File: config.mk
export PLATFORM = sky130hd
export DESIGN_NAME = fineps_phase_sequencer
export DESIGN_NICKNAME = d
export VERILOG_FILES = /design/src/rtl/fineps_pkg.sv /design/src/rtl/fineps_shortest_path.sv /design/src/rtl/fineps_phase_sequencer.sv
export SDC_FILE = /design/constraint.sdc
export NUM_CORES = 1
export LEC_CHECK = 0
export CAP_MARGIN = 25
export CELL_PAD_IN_SITES_DETAIL_PLACEMENT = 0
export CELL_PAD_IN_SITES_GLOBAL_PLACEMENT = 2
export CORE_MARGIN = 8
export CORE_UTILIZATION = 39
export CTS_CLUSTER_DIAMETER = 80
export DETAILED_ROUTE_END_ITERATION = 10
export GPL_TIMING_DRIVEN = 0
export PLACE_DENSITY = 0.95
export SLEW_MARGIN = 20
export SYNTH_ARGS = -nofsm -noshare
export SYNTH_HDL_FRONTEND = slang
export SYNTH_HIERARCHICAL = 1
export SYNTH_SLANG_ARGS = --single-unit
File: constraint.sdc
create_clock -name in_clk -period 30.7 [get_ports in_clk]
set_input_delay 3.07 -clock in_clk [delete_from_list [all_inputs] [get_ports in_clk]]
set_output_delay 3.07 -clock in_clk [all_outputs]
set_load 0.01 [all_outputs]
File: src/rtl/fineps_pkg.sv
// fineps_pkg: shared types for the fine phase shift sequencer
package fineps_pkg;
    typedef enum logic [1:0] {MODE_REL, MODE_ABS, MODE_HOME, MODE_RSVD} cmd_mode_t;
    typedef enum logic [2:0] {S_IDLE, S_CALC, S_ISSUE, S_WAIT, S_FINISH, S_ERROR} state_t;
    typedef enum logic [1:0] {ERR_NONE, ERR_TIMEOUT, ERR_UNLOCKED, ERR_BAD_CMD} err_code_t;
endpackage

File: src/rtl/fineps_shortest_path.sv
// fineps_shortest_path: shortest signed route between two positions on a ring of P steps
module fineps_shortest_path #(
    parameter int INT_STEPS_PER_PERIOD = 336,
    parameter int INT_POS_WIDTH = 16
) (
    input  logic [INT_POS_WIDTH-1:0] pos,
    input  logic [INT_POS_WIDTH-1:0] target,
    output logic                     dir,
    output logic [INT_POS_WIDTH-1:0] count
);
    localparam logic [INT_POS_WIDTH:0] P = (INT_POS_WIDTH + 1)'(INT_STEPS_PER_PERIOD);
    logic [INT_POS_WIDTH:0] d;
    assign d = target >= pos ? {1'b0, target} - {1'b0, pos} : {1'b0, target} + P - {1'b0, pos};
    // half-period tie resolves to the increment direction
    assign dir = d <= (P >> 1);
    assign count = dir ? d[INT_POS_WIDTH-1:0] : INT_POS_WIDTH'(P - d);
endmodule

File: src/rtl/fineps_phase_sequencer.sv
// fineps_phase_sequencer: multi-channel MMCM fine phase shift sequencer with wrapped per-channel positions
module fineps_phase_sequencer
    import fineps_pkg::*;
#(
    parameter int INT_CHANNELS = 2,
    parameter int INT_STEPS_PER_PERIOD = 336,
    parameter int INT_POS_WIDTH = 16,
    parameter int INT_CMD_WIDTH = 16,
    parameter int INT_PSDONE_TIMEOUT = 64,
    localparam int CHW = INT_CHANNELS > 1 ? $clog2(INT_CHANNELS) : 1
) (
    input  logic                                  in_clk,
    input  logic                                  in_reset,
    input  logic                                  in_cmd_valid,
    output logic                                  out_cmd_ready,
    input  logic [CHW-1:0]                        in_cmd_channel,
    input  logic [1:0]                            in_cmd_mode,
    input  logic [INT_CMD_WIDTH-1:0]              in_cmd_value,
    input  logic [INT_CHANNELS-1:0]               in_locked,
    output logic [INT_CHANNELS-1:0]               out_psen,
    output logic [INT_CHANNELS-1:0]               out_psincdec,
    input  logic [INT_CHANNELS-1:0]               in_psdone,
    output logic [INT_CHANNELS*INT_POS_WIDTH-1:0] out_position,
    output logic                                  out_busy,
    output logic                                  out_done,
    output logic                                  out_error,
    output logic [1:0]                            out_err_code
);
    localparam int PW = INT_POS_WIDTH;
    localparam int CW = INT_CMD_WIDTH;
    localparam int RW = CW > PW ? CW : PW;
    localparam int TW = $clog2(INT_PSDONE_TIMEOUT + 1);
    localparam logic [PW:0] P = (PW + 1)'(INT_STEPS_PER_PERIOD);
    localparam logic [PW-1:0] P_MAX = PW'(INT_STEPS_PER_PERIOD - 1);
    localparam logic [CHW:0] CH_N = (CHW + 1)'(INT_CHANNELS);
    localparam logic [TW-1:0] TO = TW'(INT_PSDONE_TIMEOUT);

    state_t state, state_n;
    err_code_t err_code, err_n;
    cmd_mode_t mode;
    logic [CHW-1:0] ch;
    logic [CW-1:0] value, mag;
    logic dir, calc_dir, sp_dir, step, bad_cmd, locked, psdone;
    logic [RW-1:0] remaining, calc_cnt;
    logic [TW-1:0] timer;
    logic [PW-1:0] pos [INT_CHANNELS];
    logic [PW-1:0] pos_cur, target, sp_cnt, rem_mod;
    logic [PW:0] shifted;

    assign pos_cur = pos[ch];
    assign locked = in_locked[ch];
    assign psdone = in_psdone[ch];
    assign bad_cmd = mode == MODE_RSVD || {1'b0, ch} >= CH_N;

    // absolute target reduced mod P by restoring shift/subtract over the magnitude bits
    always_comb begin
        mag = value[CW-1] ? -value : value;
        rem_mod = '0;
        shifted = '0;
        for (int i = CW - 1; i >= 0; i--) begin
            shifted = {rem_mod, mag[i]};
            rem_mod = shifted >= P ? PW'(shifted - P) : shifted[PW-1:0];
        end
        target = mode == MODE_HOME ? '0 :
                 (value[CW-1] && rem_mod != '0) ? PW'(P - {1'b0, rem_mod}) : rem_mod;
    end

    fineps_shortest_path #(
        .INT_STEPS_PER_PERIOD(INT_STEPS_PER_PERIOD),
        .INT_POS_WIDTH(PW)
    ) u_path (
        .pos(pos_cur),
        .target(target),
        .dir(sp_dir),
        .count(sp_cnt)
    );

    assign calc_dir = mode == MODE_REL ? !value[CW-1] : sp_dir;
    assign calc_cnt = mode == MODE_REL ? RW'(mag) : RW'(sp_cnt);

    always_ff @(posedge in_clk) begin
        if (in_reset) state <= S_IDLE;
        else state <= state_n;
    end

    always_comb begin
        state_n = state;
        err_n = ERR_NONE;
        step = 1'b0;
        case (state)
            S_IDLE: state_n = in_cmd_valid ? S_CALC : S_IDLE;
            S_CALC: begin
                state_n = bad_cmd ? S_ERROR : calc_cnt == '0 ? S_FINISH : S_ISSUE;
                err_n = bad_cmd ? ERR_BAD_CMD : ERR_NONE;
            end
            S_ISSUE: begin
                state_n = locked ? S_WAIT : S_ERROR;
                err_n = locked ? ERR_NONE : ERR_UNLOCKED;
            end
            S_WAIT: begin
                step = psdone;
                state_n = psdone ? (remaining == RW'(1) ? S_FINISH : S_ISSUE) :
                          (!locked || timer == TO) ? S_ERROR : S_WAIT;
                err_n = psdone ? ERR_NONE : !locked ? ERR_UNLOCKED :
                        timer == TO ? ERR_TIMEOUT : ERR_NONE;
            end
            default: state_n = S_IDLE;
        endcase
    end

    always_ff @(posedge in_clk) begin
        if (in_reset) begin
            mode <= MODE_REL;
            ch <= '0;
            value <= '0;
            dir <= 1'b0;
            remaining <= '0;
            timer <= '0;
            err_code <= ERR_NONE;
            for (int i = 0; i < INT_CHANNELS; i++) pos[i] <= '0;
        end else begin
            if (state == S_IDLE && in_cmd_valid) begin
                mode <= cmd_mode_t'(in_cmd_mode);
                ch <= in_cmd_channel;
                value <= in_cmd_value;
                err_code <= ERR_NONE;
            end
            if (state == S_CALC) begin
                dir <= calc_dir;
                remaining <= calc_cnt;
            end
            timer <= state == S_WAIT ? timer + 1'b1 : '0;
            if (step) begin
                remaining <= remaining - 1'b1;
                pos[ch] <= dir ? (pos_cur == P_MAX ? '0 : pos_cur + 1'b1) :
                                 (pos_cur == '0 ? P_MAX : pos_cur - 1'b1);
            end
            if (err_n != ERR_NONE) err_code <= err_n;
        end
    end

    assign out_cmd_ready = state == S_IDLE;
    assign out_busy = state != S_IDLE;
    assign out_done = state == S_FINISH;
    assign out_error = state == S_ERROR;
    assign out_err_code = err_code;
    assign out_psen = (state == S_ISSUE && locked) ? INT_CHANNELS'(1) << ch : '0;
    assign out_psincdec = dir ? out_psen : '0;

    always_comb begin
        for (int i = 0; i < INT_CHANNELS; i++) out_position[i*PW +: PW] = pos[i];
    end
endmodule

# [After elaboration in Yosys (flattened, before gate mapping)]
# Memory sizes are Yosys's and may differ from the RTL's. A register that Yosys moved wholly into a read port is not among the register bits.
# Cells that the tools add are included.
[totals] wordCells=120 mem_bits_rw=32 mem_count=1 ff_bits=48 rom_bits=0 latch_bits=0
[memory_table] memory="pos" depth=2 word_bits=16 read_ports=3 rd_clocked_by_memory_dff=1 wr=2 line="fineps_phase_sequencer.sv:46" source="logic [PW-1:0] pos [INT_CHANNELS];"
[classes] n_div=0 n_bitwise=1 mul=0 muxes=53 n_reduce_logical=17 shifts=1 n_addsub=18 n_lt_le_gt_ge=11 n_eq_ne=10
[op_table] op="2-to-1 mux 16 bit" n=19
[op_table] op="greater-or-equal comparator 17 x 9 -> 1 bit (second input constant)" n=7
[op_table] op="subtractor 16 x 9 -> 16 bit (second input constant)" n=7
[op_table] op="zero test 16 bit" n=2
[op_table] op="subtractor 16 x 1 -> 16 bit (second input constant)" n=2
[op_table] op="subtractor 9 x 16 -> 16 bit (first input constant)" n=2
[op_table] op="2-to-1 mux 3 bit" n=6
[op_table] op="adder 16 x 9 -> 17 bit (second input constant)" n=1
[op_table] op="less-or-equal comparator 17 x 8 -> 1 bit (second input constant)" n=1
[op_table] op="2-to-1 mux 1 bit" n=17
[op_table] op="2-to-1 mux 17 bit" n=1
[op_table] op="subtractor 16 x 16 -> 17 bit" n=1
[op_table] op="subtractor 17 x 16 -> 17 bit" n=1
[op_table] op="adder 16 x 1 -> 16 bit (second input constant)" n=1
[op_table] op="equality test 16 x 1 -> 1 bit (second input constant)" n=1
[op_table] op="equality test 16 x 9 -> 1 bit (second input constant)" n=1
[op_table] op="greater-or-equal comparator 16 bit" n=1
[op_table] op="2-to-1 mux 2 bit" n=8
[op_table] op="negator 16 bit" n=1
[op_table] op="nonzero test 16 bit" n=1
[op_table] op="OR reduction 16 bit" n=1
[op_table] op="one-hot mux 3 bit (4 select lines)" n=1
[op_table] op="subtractor 9 x 9 -> 10 bit (second input constant)" n=1
[op_table] op="greater-or-equal comparator 9 bit (second input constant)" n=1
[op_table] op="other kinds (18)" n=26

# [Depth between registers and ports, before layout]
[logic_depth] ltp_word=32 mapped_depth=58 depth_no_buf=53

# [Hierarchy]
# The synthesis kept the hierarchy.
[modules_own_cells] mod="fineps_phase_sequencer" area_each_um2=7066.8 seq_area_each_um2=1941.9 n_inst=1 cells_each=934
[modules_own_cells] mod="fineps_shortest_path" area_each_um2=2623.8 seq_area_each_um2=0.0 n_inst=1 cells_each=345

# [Least setup slack after synthesis]
# Ideal clock, no wire load.
[synth_path] kind="register to register" start="register value[0]" end="register state[1]" arrival_time_ps=11686 synth_period_minus_slack_ps=11816 setup_time_ps=130 slack_ps=18884 path_stages_with_launch=54 path_cell_list="dfxtp_1 -> inv_1 -> ha_1 -> or4b_1 -> buf_2 -> o31ai_4 -> xnor2_1 -> inv_2 -> ha_1 -> o41ai_1 -> nor4_1 -> nor2_1 -> o32a_2 -> o21ai_4 -> a21oi_2 -> a221o_2 -> o21ai_4 -> mux2i_2 -> [... 18 more ...] -> o221a_2 -> xnor2_1 -> or4_4 -> a211o_2 -> o21bai_1 -> xor2_1 -> nor2_1 -> a21oi_1 -> or3_1 -> nor3_1 -> nor4bb_1 -> and4b_1 -> nand2b_1 -> nand2_1 -> a22oi_1 -> nand2_1 -> mux2_2 -> nor3_1"
[synth_via] elab_chain_cells=32
[synth_rtl] item="start: declaration" line="fineps_phase_sequencer.sv:42" source="logic [CW-1:0] value, mag;"
[synth_rtl] item="start signal: assignment" line="fineps_phase_sequencer.sv:125" source="value <= in_cmd_value;"
[synth_rtl] item="negator 16 bit" line="fineps_phase_sequencer.sv:57" source="mag = value[CW-1] ? -value : value;"
[synth_rtl] item="2-to-1 mux 16 bit (*)" line="fineps_phase_sequencer.sv:57"
[synth_rtl] item="subtractor 9 x 9 -> 10 bit / greater-or-equal comparator 9 bit (equally long branches)" line="fineps_phase_sequencer.sv:62" source="rem_mod = shifted >= P ? PW'(shifted - P) : shifted[PW-1:0];"
[synth_rtl] item="2-to-1 mux 16 bit" line="fineps_phase_sequencer.sv:62"
[synth_rtl] item="subtractor 16 x 9 -> 16 bit / greater-or-equal comparator 17 x 9 -> 1 bit (equally long branches)" line="fineps_phase_sequencer.sv:62"
[synth_rtl] item="2-to-1 mux 16 bit" line="fineps_phase_sequencer.sv:62"
[synth_rtl] item="subtractor 16 x 9 -> 16 bit / greater-or-equal comparator 17 x 9 -> 1 bit (equally long branches)" line="fineps_phase_sequencer.sv:62"
[synth_rtl] item="2-to-1 mux 16 bit" line="fineps_phase_sequencer.sv:62"
[synth_rtl] item="[... 14 more ...]"
[synth_rtl] item="named net target[1]" line="fineps_phase_sequencer.sv:47" source="logic [PW-1:0] pos_cur, target, sp_cnt, rem_mod;"
[synth_rtl] item="[... 2 more ...]"
[synth_rtl] item="2-to-1 mux 17 bit (*)" line="fineps_shortest_path.sv:13" source="assign d = target >= pos ? {1'b0, target} - {1'b0, pos} : {1'b0, target} + P - {1'b0, pos};"
[synth_rtl] item="subtractor 9 x 16 -> 16 bit / less-or-equal comparator 17 x 8 -> 1 bit (equally long branches)" line="fineps_shortest_path.sv:16, fineps_shortest_path.sv:15"
[synth_rtl] item="2-to-1 mux 16 bit (*)" line="fineps_shortest_path.sv:16" source="assign count = dir ? d[INT_POS_WIDTH-1:0] : INT_POS_WIDTH'(P - d);"
[synth_rtl] item="named net sp_cnt[5]" line="fineps_phase_sequencer.sv:47"
[synth_rtl] item="2-to-1 mux 16 bit (*)" line="fineps_phase_sequencer.sv:79" source="assign calc_cnt = mode == MODE_REL ? RW'(mag) : RW'(sp_cnt);"
[synth_rtl] item="zero test 16 bit (*)" line="fineps_phase_sequencer.sv:93" source="state_n = bad_cmd ? S_ERROR : calc_cnt == '0 ? S_FINISH : S_ISSUE;"
[synth_rtl] item="2-to-1 mux 3 bit (*) (2 in a row)" line="fineps_phase_sequencer.sv:93"
[synth_rtl] item="one-hot mux 3 bit (4 select lines) (*)" line="fineps_phase_sequencer.sv:90" source="case (state)"
[synth_rtl] item="end signal: assignment" line="fineps_phase_sequencer.sv:83" source="else state <= state_n;"
[synth_rtl] item="end: declaration" line="fineps_phase_sequencer.sv:38" source="state_t state, state_n;"
# Mark *: on every way through the listed nets, which the timed path passes.
# A chain may end at the register's enable or synchronous reset.

# [Worst setup path in the final report]
[layout_path] start="register value[0]" end="register state[1]"
[layout_via] elab_chain_cells=32
[layout_rtl] item="negator 16 bit" line="fineps_phase_sequencer.sv:57"
[layout_rtl] item="2-to-1 mux 16 bit (*)" line="fineps_phase_sequencer.sv:57"
[layout_rtl] item="subtractor 9 x 9 -> 10 bit / greater-or-equal comparator 9 bit (equally long branches)" line="fineps_phase_sequencer.sv:62"
[layout_rtl] item="2-to-1 mux 16 bit" line="fineps_phase_sequencer.sv:62"
[layout_rtl] item="subtractor 16 x 9 -> 16 bit / greater-or-equal comparator 17 x 9 -> 1 bit (equally long branches)" line="fineps_phase_sequencer.sv:62"
[layout_rtl] item="2-to-1 mux 16 bit" line="fineps_phase_sequencer.sv:62"
[layout_rtl] item="subtractor 16 x 9 -> 16 bit / greater-or-equal comparator 17 x 9 -> 1 bit (equally long branches)" line="fineps_phase_sequencer.sv:62"
[layout_rtl] item="2-to-1 mux 16 bit" line="fineps_phase_sequencer.sv:62"
[layout_rtl] item="[... 14 more ...]"
[layout_rtl] item="named net target[1]" line="fineps_phase_sequencer.sv:47"
[layout_rtl] item="[... 3 more ...]"
[layout_rtl] item="less-or-equal comparator 17 x 8 -> 1 bit (*)" line="fineps_shortest_path.sv:15" source="assign dir = d <= (P >> 1);"
[layout_rtl] item="named net sp_dir" line="fineps_phase_sequencer.sv:43" source="logic dir, calc_dir, sp_dir, step, bad_cmd, locked, psdone;"
[layout_rtl] item="2-to-1 mux 16 bit (*)" line="fineps_shortest_path.sv:16"
[layout_rtl] item="named net sp_cnt[1]" line="fineps_phase_sequencer.sv:47"
[layout_rtl] item="2-to-1 mux 16 bit (*)" line="fineps_phase_sequencer.sv:79"
[layout_rtl] item="zero test 16 bit (*)" line="fineps_phase_sequencer.sv:93"
[layout_rtl] item="2-to-1 mux 3 bit (*) (2 in a row)" line="fineps_phase_sequencer.sv:93"
[layout_rtl] item="one-hot mux 3 bit (4 select lines) (*)" line="fineps_phase_sequencer.sv:90"
# Marked as above.

==> impl_metrics.csv <==
group,metric,value,unit
floorplanning,dieWidth,173.6,um
floorplanning,rows,57,
place,place.gp.congestion,0.8819,
critical_path,path_common_cell,"ha_1",
min_path,hold_class,"register to register",
critical_path,worstPathArrival,14.14,ns
critical_path,crit_path_max_fanout,9,
detailed_routing,wl_per_cell,17.46,um
global_routing,gr-total-overflow,0,
logic_synthesis,yosys_warnings,6,
clock_network,cts_hold_buf,0,
sta,period_minus_slack,13.93,ns
sta,hold-worst-slack,0.4750,ns
clock_network,clock_path_buffers,2,
logic_synthesis,yosysTopAreaCell,"dfxtp_1",
critical_path,required,30.91,ns
run,cap_violations,0,
detailed_routing,routed-via-count,9743,
final_layout,n_antenna_cell,0,
final_layout,regArea,0.001942,mm^2
status,status,"finished clean",
clock_network,cts_made_buffers,9,
clock_network,cts_setup_buffers,0,
final_layout,multi_input_area,0.007268,mm^2
final_layout,final_nets,1451,
place,place_hpwl,23.69,mm
sta,clock_skew,0.009520,ns
clock_network,clkTransAtPathRegs,0.07,ns
sta,period_share,45.39,%
final_layout,utilization,45.43,%
clock_network,cts_tree,"done",
critical_path,r2r_cells,52,
critical_path,critPathMaxStageDelay,0.57,ns
sta,hold_viol,0,
global_routing,gr-usage-all-layers,19.08,%
floorplanning,io-pin-count,68,
detailed_routing,dr_wl_met3,1.263,mm
sta,rsz0062_at_grt,"false",
final_layout,fillers,2552,
detailed_routing,drt_iter0_drc,751,
final_layout,drive_above_1_share,7.283,%
min_path,whs_path_depth,2,
detailed_routing,dr.pass1.iters,7,
sta,slew_viol_final,0,
clock_network,cts_resized,0,
logic_synthesis,yosysMostFrequentCell,"nand2_1",
clock_network,clkLatencyLatePin,0.34,ns
sta,slew_headroom,42.32,%
logic_synthesis,yosys.cell_types.count,112,
critical_path,crit_path_start_kind,"register",
detailed_routing,route.met2.wl,13.90,mm
clock_network,clkSinkCount,81,
global_routing,grt_max_degree,17,
global_routing,antenna_found_initial,0,
floorplanning,core_area,0.02439,mm^2
logic_synthesis,synth_common_cells,"139 x nand2_1, 128 x nor2_1, 90 x a21oi_1",
detailed_routing,antenna_left,0,
global_routing,grt_pass1_wl,48.60,mm
sta,final-setup-viol-count,0,
logic_synthesis,postSynthAreaPerCell,7.577,um^2
detailed_routing,top_layer_used,"met4",
sta,tightest_slew,0.8652,ns
floorplanning,die-height,173.6,um
logic_synthesis,ys_seq_area_share,20.04,%
detailed_routing,drt-total-wl,29.63,mm
clock_network,h-tree-depth,3,
logic_synthesis,ys_ff_latch,81,
detailed_routing,drcViolationCount,0,
detailed_routing,drt-vias-per-instance,5.741,
logic_synthesis,async_reset_ff_share,0,%
critical_path,crit_slowest_cell,"or4_4",
floorplanning,die_area,0.03015,mm^2
place,portBuffers,66,
logic_synthesis,synth_area_leaders,"dfxtp_1 10%, edfxtp_1 9.9%, ha_1 5.7%",
logic_synthesis,yosysTopAreaCellShare,10.12,%
logic_synthesis,synth_edf_count,32,
sta,timing.fmax,0.07177,GHz
logic_synthesis,syn_area,0.009691,mm^2
clock_network,cts_root_buf,"clkbuf_16",
detailed_routing,wl_met1,14.05,mm
global_routing,grt_pass1_vias,9219,
logic_synthesis,synthCells,1279,
floorplanning,start_util,39.73,%
critical_path,endpoint_kind,"register",
sta,totalNegativeSetupSlack,0,ns
critical_path,worstSetupPathType,"register to register",
final_layout,area_growth,14.36,%
logic_synthesis,synthFlopType,"dfxtp_1",
## state kept, by name (all words and copies together) (netlist names), named ones only
register / cells
ch: 1
dir: 1
mode: 2
out_err_code: 2
pos: 32
remaining: 16
state: 3
timer: 7
value: 16
## final cells by class
class                   count  area share (%)
repair buffers             66           5.961
well taps                 324           3.658
inverters                  75           2.540
clock inverters             7          0.4968
plain buffers              57           2.202
multi-input cells        1078           65.59
clock buffers               9           2.032
flip-flops and latches     81           17.52
## worst max-delay path: cells and delay by family, from the launching register on
family,cells,cell delay [ns]
fa+ha+maj,5,1.56
buf+inv,3,0.50
simple gates,15,3.28
mux,4,1.47
flops,1,0.40
xor+xnor,3,0.45
compound gates,22,6.13
## metal layers
| metal | vias up | track usage (%) |
|---|---|---|
| met2 | 251 | 32.08 |
| met3 | 33 | 2.614 |
| met5 | - | 0 |
| met4 | 0 | 3.812 |
| met1 | 4631 | 25.70 |
| li1 | 4828 | - |
## through the flow
step | worst slack [ns] | cells | area (um^2)
2_1_floorplan | 18.88 | 1291 | 9736
3_3_place_gp | 16.78 | 1681 | 10800
3_5_place_dp | 16.79 | 1681 | 10800
4_1_cts | 16.73 | 1697 | 11080
5_1_grt | 15.84 | 1697 | 11080
6_report | 16.77 | 1697 | 11080
## layout by cell type, fill, tap and decap left out, drive strengths merged, types with 15 or more instances in the layout
cell type and count:
mux2i 33, edfxtp 32, nand3 46, ha 44, clkbuf 52, nor2 129, o21ai 61, xnor2 50
and2 25, clkdlybuf4s50 66, and3 18, nand2 139, or4 16, inv 77, nor3 44, a211oi 21
a21oi 95, nand2b 15, o211ai 19, xor2 27, a31oi 20, nor2b 27, dfxtp 49
## worst paths after layout
path	from	endpoint	slack [ns]
min reg2reg	out_err_code[1]	out_err_code[1]	0.48
max	value[0]	state[1]	16.77
max reg2reg	value[0]	state[1]	16.77
min	out_err_code[1]	out_err_code[1]	0.48
## cell families (layout without fill, tap and decap cells)
group	count (synthesis)	in the layout	synth area share, %
multiplexers	45	45	4.842
XOR/XNOR	77	77	7.037
AO/OA/AOI/OAI	352	352	26.52
flip-flops	81	81	20.04
buffers and inverters	132	214	5.423
adder cells (fa/ha/maj)	58	58	8.470
other	1	13	0.03870
AND/OR/NAND/NOR	533	533	27.63
Power is not shown: default switching activity piles up to over one toggle a cycle in this logic, so the estimate is an artifact.
